File: config.mk
export PLATFORM = sky130hd
export DESIGN_NAME = fetch_sequencer
export DESIGN_NICKNAME = d
export VERILOG_FILES = /design/src/rtl/fetch_sequencer_pkg.sv /design/src/rtl/fetch_sequencer_next_pc_calc.sv /design/src/rtl/fetch_sequencer.sv
export SDC_FILE = /design/constraint.sdc
export NUM_CORES = 1
export LEC_CHECK = 0
export ABC_AREA = 1
export CAP_MARGIN = 30
export CORE_AREA = 5 5 140 102
export CTS_BUF_LIST = sky130_fd_sc_hd__clkbuf_4
export DETAILED_ROUTE_END_ITERATION = 6
export DIE_AREA = 0 0 145 107
export PLACE_DENSITY_LB_ADDON = 0.12
export SYNTH_ARGS = -nofsm -noshare
export SYNTH_HDL_FRONTEND = slang
export SYNTH_SLANG_ARGS = --single-unit
export TNS_END_PERCENT = 10
File: constraint.sdc
create_clock -name clock -period 8.4 [get_ports clock]
set_input_delay 0.84 -clock clock [delete_from_list [all_inputs] [get_ports clock]]
set_output_delay 0.84 -clock clock [all_outputs]
set_load 0.005 [all_outputs]
File: src/rtl/fetch_sequencer_pkg.sv
// Shared opcodes, state encodings and halt cause codes
// for the fetch sequencer and its next-pc calculator.
package fetch_sequencer_pkg;

    localparam logic [5:0] OP_IN  = 6'b011101;
    localparam logic [5:0] OP_OUT = 6'b011110;
    localparam logic [5:0] OP_J   = 6'b010001;
    localparam logic [5:0] OP_BEQ = 6'b010100;
    localparam logic [5:0] OP_HLT = 6'b111111;

    typedef enum logic [1:0] {
        ST_RUN      = 2'b00,
        ST_WAIT_IN  = 2'b01,
        ST_WAIT_OUT = 2'b10,
        ST_HALT     = 2'b11
    } state_t;

    localparam logic [1:0] CAUSE_NONE  = 2'b00;
    localparam logic [1:0] CAUSE_HLT   = 2'b01;
    localparam logic [1:0] CAUSE_RANGE = 2'b10;

endpackage

File: src/rtl/fetch_sequencer_next_pc_calc.sv
// Combinational next-pc: sequential, absolute jump, or pc-relative BEQ.
// Ports: opcode/jump/imm/branch_eq/pc in; next_pc and out_of_range out.
import fetch_sequencer_pkg::*;

module next_pc_calc #(
    parameter int MEM_DEPTH = 121
) (
    input  logic [5:0]  opcode,
    input  logic [25:0] jump,
    input  logic [10:0] imm,
    input  logic        branch_eq,
    input  logic [31:0] pc,
    output logic [31:0] next_pc,
    output logic        out_of_range
);

    // One extra bit so a negative BEQ target shows up as bit 32.
    logic [32:0] sum;

    always_comb begin
        sum = {1'b0, pc} + 33'd1;
        if (opcode == OP_J) begin
            sum = {7'b0, jump};
        end else if (opcode == OP_BEQ && branch_eq) begin
            sum = {1'b0, pc} + {{22{imm[10]}}, imm};
        end
        next_pc      = sum[31:0];
        out_of_range = sum[32] || (sum[31:0] >= 32'(MEM_DEPTH));
    end

endmodule

File: src/rtl/fetch_sequencer.sv
// Program counter owner: one instruction per cycle, IN/OUT handshakes,
// halts on HLT or out-of-range pc. Outputs pc, commit, handshakes, status.
import fetch_sequencer_pkg::*;

module fetch_sequencer #(
    parameter int          MEM_DEPTH = 121,
    parameter logic [31:0] RESET_PC  = 32'd0
) (
    input  logic        clock,
    input  logic        reset,
    input  logic [5:0]  opcode,
    input  logic [25:0] jump,
    input  logic [15:0] imediato,
    input  logic        branch_eq,
    input  logic        in_valid,
    input  logic        out_ready,
    output logic [31:0] pc,
    output logic        commit,
    output logic        in_ack,
    output logic        out_valid,
    output logic        halted,
    output logic [1:0]  halt_cause,
    output logic [31:0] retired
);

    state_t      state_q, state_d;
    logic [31:0] pc_q, pc_d;
    logic [31:0] retired_q, retired_d;
    logic [1:0]  cause_q, cause_d;
    logic [31:0] next_pc;
    logic        oor;
    logic        go;
    logic        unused_imm;

    assign unused_imm = ^imediato[15:11];

    next_pc_calc #(.MEM_DEPTH(MEM_DEPTH)) u_npc (
        .opcode       (opcode),
        .jump         (jump),
        .imm          (imediato[10:0]),
        .branch_eq    (branch_eq),
        .pc           (pc_q),
        .next_pc      (next_pc),
        .out_of_range (oor)
    );

    always_comb begin
        state_d   = state_q;
        pc_d      = pc_q;
        retired_d = retired_q;
        cause_d   = cause_q;
        commit    = 1'b0;
        in_ack    = 1'b0;
        out_valid = 1'b0;
        go        = 1'b0;

        // WAIT_* only records a stalled handshake; the held pc keeps
        // presenting the same opcode, so decode is shared with RUN.
        if (state_q != ST_HALT) begin
            if (opcode == OP_HLT) begin
                state_d = ST_HALT;
                cause_d = CAUSE_HLT;
            end else if (opcode == OP_IN) begin
                if (in_valid) begin
                    in_ack = 1'b1;
                    go     = 1'b1;
                end else begin
                    state_d = ST_WAIT_IN;
                end
            end else if (opcode == OP_OUT) begin
                out_valid = 1'b1;
                if (out_ready) begin
                    go = 1'b1;
                end else begin
                    state_d = ST_WAIT_OUT;
                end
            end else begin
                go = 1'b1;
            end
        end

        // An instruction whose successor is out of range still retires.
        if (go) begin
            commit    = 1'b1;
            retired_d = retired_q + 32'd1;
            if (oor) begin
                state_d = ST_HALT;
                cause_d = CAUSE_RANGE;
            end else begin
                pc_d    = next_pc;
                state_d = ST_RUN;
            end
        end
    end

    always_ff @(posedge clock) begin
        if (reset) begin
            state_q   <= ST_RUN;
            pc_q      <= RESET_PC;
            retired_q <= 32'd0;
            cause_q   <= CAUSE_NONE;
        end else begin
            state_q   <= state_d;
            pc_q      <= pc_d;
            retired_q <= retired_d;
            cause_q   <= cause_d;
        end
    end

    assign pc         = pc_q;
    assign retired    = retired_q;
    assign halted     = (state_q == ST_HALT);
    assign halt_cause = cause_q;

endmodule
**Word-level counts from Yosys, hierarchy flattened**

Index checks and enable logic that the tools add are counted.

- Bits in registers: 68
- Latch bits: 0
- RAM bits: 0
- ROM bits: 0
- Bits of input ports: 53
- Word-level logic and storage cells: 52
- Memories kept: 0

- Add/sub/neg operators: 3
- Multipliers: 0
- Div/mod/pow operators: 0
- Magnitude comparators: 1
- Equality and inequality tests: 9
- Shift-type cells: 0
- Multiplexer cells: 28
- Bitwise gates (word level): 1
- Reduce and logical (&&, ||, !) cells: 6

Operators by type and width:

| operator | count |
|---|---|
| $mux W33 | 2 |
| $add A32 B1 Y33 const B | 1 |
| $add A32 B33 Y33 | 1 |
| $add A32 B1 Y32 const B | 1 |
| $ge A32 B7 Y1 const B | 1 |
| $eq A6 B5 Y1 const B | 4 |
| $mux W2 | 12 |
| $mux W1 | 14 |
| $eq A6 B6 Y1 const B | 1 |
| $ne A4 B1 Y1 const B | 1 |
| $ne A4 B4 Y1 const B | 1 |
| $reduce_and A4 Y1 | 1 |
| $reduce_bool A4 Y1 | 1 |
| $eq A2 B2 Y1 const B | 1 |
| $ne A2 B2 Y1 const B | 1 |
| $reduce_and A2 Y1 | 1 |
| $reduce_bool A2 Y1 | 1 |
| $logic_and A1 B1 Y1 | 1 |
| $logic_or A1 B1 Y1 | 1 |
| $not A1 Y1 | 1 |

**Depth between registers and ports, before layout**

- Depth after elaboration: 8
- Mapped depth: 32
- Gate-level depth less buffers: 31

**Hierarchy**

A second synthesis with hierarchy kept.

- Cells, all modules: 1199
- Area, all modules: 6448.7 sq um

By module, submodules not included:

| module | instances | cells an instance | area an instance (sq um) |
|---|---|---|---|
| fetch_sequencer | 1 | 599 | 3598.5 |
| next_pc_calc | 1 | 600 | 2850.2 |

**Worst setup path before layout**

Ideal clock, no wire load.

- Path type: input -> register
- Start point: input opcode[5]
- End point: register pc_q[18] (netlist: pc[18])
- Setup time: 0.137 ns
- Arrival: 4.032 ns
- Required time: 8.263 ns
- Path slack: 4.231 ns
- Stages on the path: 31
- Buffers on the path: 2
- Path through: inv_1 nand2_2 nor2_4 buf_2 nand2_1 or2_2 ha_1 inv_1 fa_1 inv_1 nand3_1 nand2_1 nand2_1 a21oi_1 nand3_1 nand3_1 nand2_1 nand2_1 nand2_1 nand2_1 nand2_1 nand3_1 nand2_1 nand2_1 nor2_1 nand2_1 nor2_2 nand4_4 inv_4 buf_12 nor3_2

- Longest elaborated chain between the ends: 8

Ends and longest elaborated chain:

| item | RTL line | RTL |
|---|---|---|
| from (decl) | fetch_sequencer.sv:11 | `input logic [5:0] opcode,` |
| $eq A6 B5 Y1 | fetch_sequencer_next_pc_calc.sv:24 | `end else if (opcode == OP_BEQ && branch_eq) begin` |
| $logic_and A1 B1 Y1 | fetch_sequencer_next_pc_calc.sv:24 |  |
| $mux W33 | fetch_sequencer_next_pc_calc.sv:24 |  |
| $mux W33 | fetch_sequencer_next_pc_calc.sv:22 | `if (opcode == OP_J) begin` |
| $ge A32 B7 Y1 | fetch_sequencer_next_pc_calc.sv:28 | `out_of_range = sum[32] \|\| (sum[31:0] >= 32'(MEM_DEPTH));` |
| $logic_or A1 B1 Y1 | fetch_sequencer_next_pc_calc.sv:28 |  |
| $not A1 Y1 (no line) | - |  |
| $reduce_and A2 Y1 (no line) | - |  |
| to (signal assigned) | fetch_sequencer.sv:104 | `pc_q <= pc_d;` |
| to (decl) | fetch_sequencer.sv:27 | `logic [31:0] pc_q, pc_d;` |

Several ways; a longest one is shown, not always the timed one.
A chain may end at the register's enable or synchronous reset.

**Worst setup path in the final report**

- Start point: input opcode[0]
- End point: register pc_q[16] (netlist: pc[16])

The elaborated chain is that of the path after synthesis.

==> impl_metrics.yaml <==
yosys:
  netlist_area_sq_mm: 0.00561
  synth_ff_type: "dfxtp_1"
  synth_top_cell_by_area: "dfxtp_1"
  ys_seq_area_frac: 0.243
  yosysTopAreaCellShare: 0.243
  synthCells: 955
  synth_seq_cells: 68
  yosysWarnings: 0
  synth-edff-count: 0
  synth_area_leaders: "dfxtp_1, nand2_1, inv_1"
  synth_cell_types: 42
  async_reset_ff_frac: 0
  synth_nets: 1023
  post_synth.cell_area_avg_sq_um: 5.88
cells_and_area:
  syn_to_final_growth_pct: 25.6
  antenna_cells: 0
  nets: 1132
  drive_gt1_frac: 0.0720
power_and_ir_drop:
  leakagePower_nw: 3.33
  p_total_w: 0.000769
  p_per_area_mw_per_mm2: 109
  vdd_drop_max_uv: 70.9
clock_network:
  cts-htree-levels: 3
  cts_buffers: 9
  cts-root-buf: "clkbuf_4"
  cts_setup_buffers: 0
  clk_pin_slew_ns: 0.14
  holdBufCountCts: 0
  cts_tree: "built"
  clockBufferDepth: 2
  cts_sinks: 68
  cts_resized: 0
  worstSkewPairLatency_ns: 0.43
timing:
  min_period_over_period: 0.623
  min_period_ns: 5.24
  setup_viol: 0
  fin_tns_setup_ns: 0
  drv_slew: 0
  rsz0062_at_grt: "false"
  fmax_mhz: 191
  finClkSkew_ns: 0.0167
  hold_violations: 0
  worst_pin_slew_ns: 0.751
  slew_headroom: 0.493
setup_path:
  worstPathRequired_ns: 8.73
  cp_slowest_cell: "clkdlybuf4s50_1"
  worstSetupStartpointType: "input pin"
  critical_path_buf_inv_count: 5
  critPathMaxFanout: 19
  max_stage_delay_ns: 0.47
  critPathCaptureType: "flip-flop"
  critical-path-top-cell-by-count: "nand2_1"
  crit_type: "in -> reg"
  arrival_ns: 5.57
  crit_family: "simple AND/OR/NAND/NOR gates"
placed_design:
  gp_congestion: 0.955
  dpl.hpwl_mm: 13.7
  io_buffers: 117
grt:
  grt_pass1_vias: 5726
  gr-total-overflow: 0
  grt_pass1_wl_mm: 29.0
  track_usage: 0.226
  antenna_found_initial: 0
  grt_max_degree: 55
drt:
  firstDrtPassIters: 5
  vias: 6220
  ant_nets: 0
  route.layer.met1.wl_mm: 9.24
  drt_iter0_markers: 466
  routedWlPerCell_um: 14.3
  dr_wl_met3_mm: 1.34
  highest_layer: "met4"
  drc: 0
  drt-total-wl_mm: 17.6
  wl_met2_mm: 6.87
  vias_per_cell: 5.04
die:
  die_area_sq_mm: 0.0155
  io_pins: 123
  die_h_um: 107
  die_w_um: 145
  core_sq_mm: 0.0128
  initial_core_util: 0.437
  rows: 35
hold_path:
  hold_class: "reg -> reg"
status:
  status: "completed"
run:
  maxCapViolCount: 0
## path summary, 6_finish.rpt
check	slack, ns	from	endpoint	depth (start not counted)
hold reg to reg	0.45	halt_cause[0]	halt_cause[0]	2
setup / recovery	3.16	opcode[0]	pc[16]	30
setup reg to reg	4.61	pc[0]	pc[16]	23
hold / removal	0.45	halt_cause[0]	halt_cause[0]	2
## cell type report
type                    count  area (sq um)
inverters                 154           581
clock inverters             7          97.6
fillers                  1350          5780
repair buffers            119          1190
well taps                 166           208
flip-flops and latches     68          1360
clock buffers               9          67.6
multi-input cells         712          3540
## through the flow
stage	setup WS, ns	instance area [sq um]	util	cells	hold WS (ns)
floorplan	4.23	5610	-	955	0.438
global placement	2.75	6860	0.535	1218	0.431
detailed placement	2.68	6860	0.535	1218	0.436
CTS	3.18	7030	0.548	1234	0.455
global route	2.75	7050	0.549	1235	0.462
finish	3.16	7050	0.549	1235	0.453
## registers in the layout, indices dropped and copies added (netlist names)
name,count
halt_cause,2
pc,32
retired,32
state_q,2
## cell usage after synthesis, drive strengths merged, types with 5 or more instances
library cell and number:
nand2 281, inv 152, nor2 128, nand3 96, dfxtp 68, nor3 41
o21ai 38, a21oi 32, nand4 28, ha 14, clkbuf 11, or2 11
buf 10, o41ai 10, xor2 8, xnor2 6, o21bai 5
## layout by cell type, fill, tap and decap left out, types with 2 or more instances in the layout
cell type        count
nand2_1            272
o21ai_1              2
clkinv_1             2
nor3_2              12
nor2_4               3
inv_2                3
o21ai_0             36
xnor2_1              6
inv_6                2
bufinv_16            2
and2_1               2
ha_1                14
nor2_1             112
clkdlybuf4s50_1    116
o41ai_1             10
clkinvlp_4           2
xor2_1               8
or2_2               11
nor2_2              13
o21a_1               3
inv_1              148
a41oi_1              2
a21oi_1             32
nand2_2              9
dfxtp_1             68
nor3_1              29
nand4_1             27
clkbuf_4             9
nand3_1             93
nand3_2              2
o21bai_1             5
## tightest hold or removal path, delay by kind of cell (launching register included)
| family | cells | cell delay, ns |
|---|---|---|
| DFF | 1 | 0.34 |
| buffers and inverters | 1 | 0.05 |
| AOI/OAI and AO/OA | 1 | 0.05 |
## kinds of logic (layout without fill, tap and decap cells)
group | Yosys count | count (layout) | synth area share
xor gates and xnor gates | 14 | 14 | 0.0219
buffers and inverters | 175 | 289 | 0.127
and+or+nand+nor | 590 | 590 | 0.477
AOI/OAI and AO/OA | 93 | 93 | 0.0965
adders and majority gates | 15 | 15 | 0.0348
DFF | 68 | 68 | 0.243
## where the power goes
group | total (W) | leakage [nW] | switching (W) | internal [W]
Clock | 0.000261 | 0.0829 | 0.000139 | 0.000122
Sequential | 0.000343 | 0.550 | 0.00000963 | 0.000334
Combinational | 0.000165 | 2.69 | 0.0000937 | 0.0000710
Total | 0.000769 | 3.33 | 0.000242 | 0.000527
## metal layers
| layer | global-route usage | vias to the layer above |
|---|---|---|
| met5 | 0 | - |
| li1 | - | 3284 |
| met2 | 0.322 | 202 |
| met1 | 0.335 | 2722 |
| met4 | 0.0363 | 0 |
| met3 | 0.0706 | 12 |
Power figures use the tool's default switching activity.
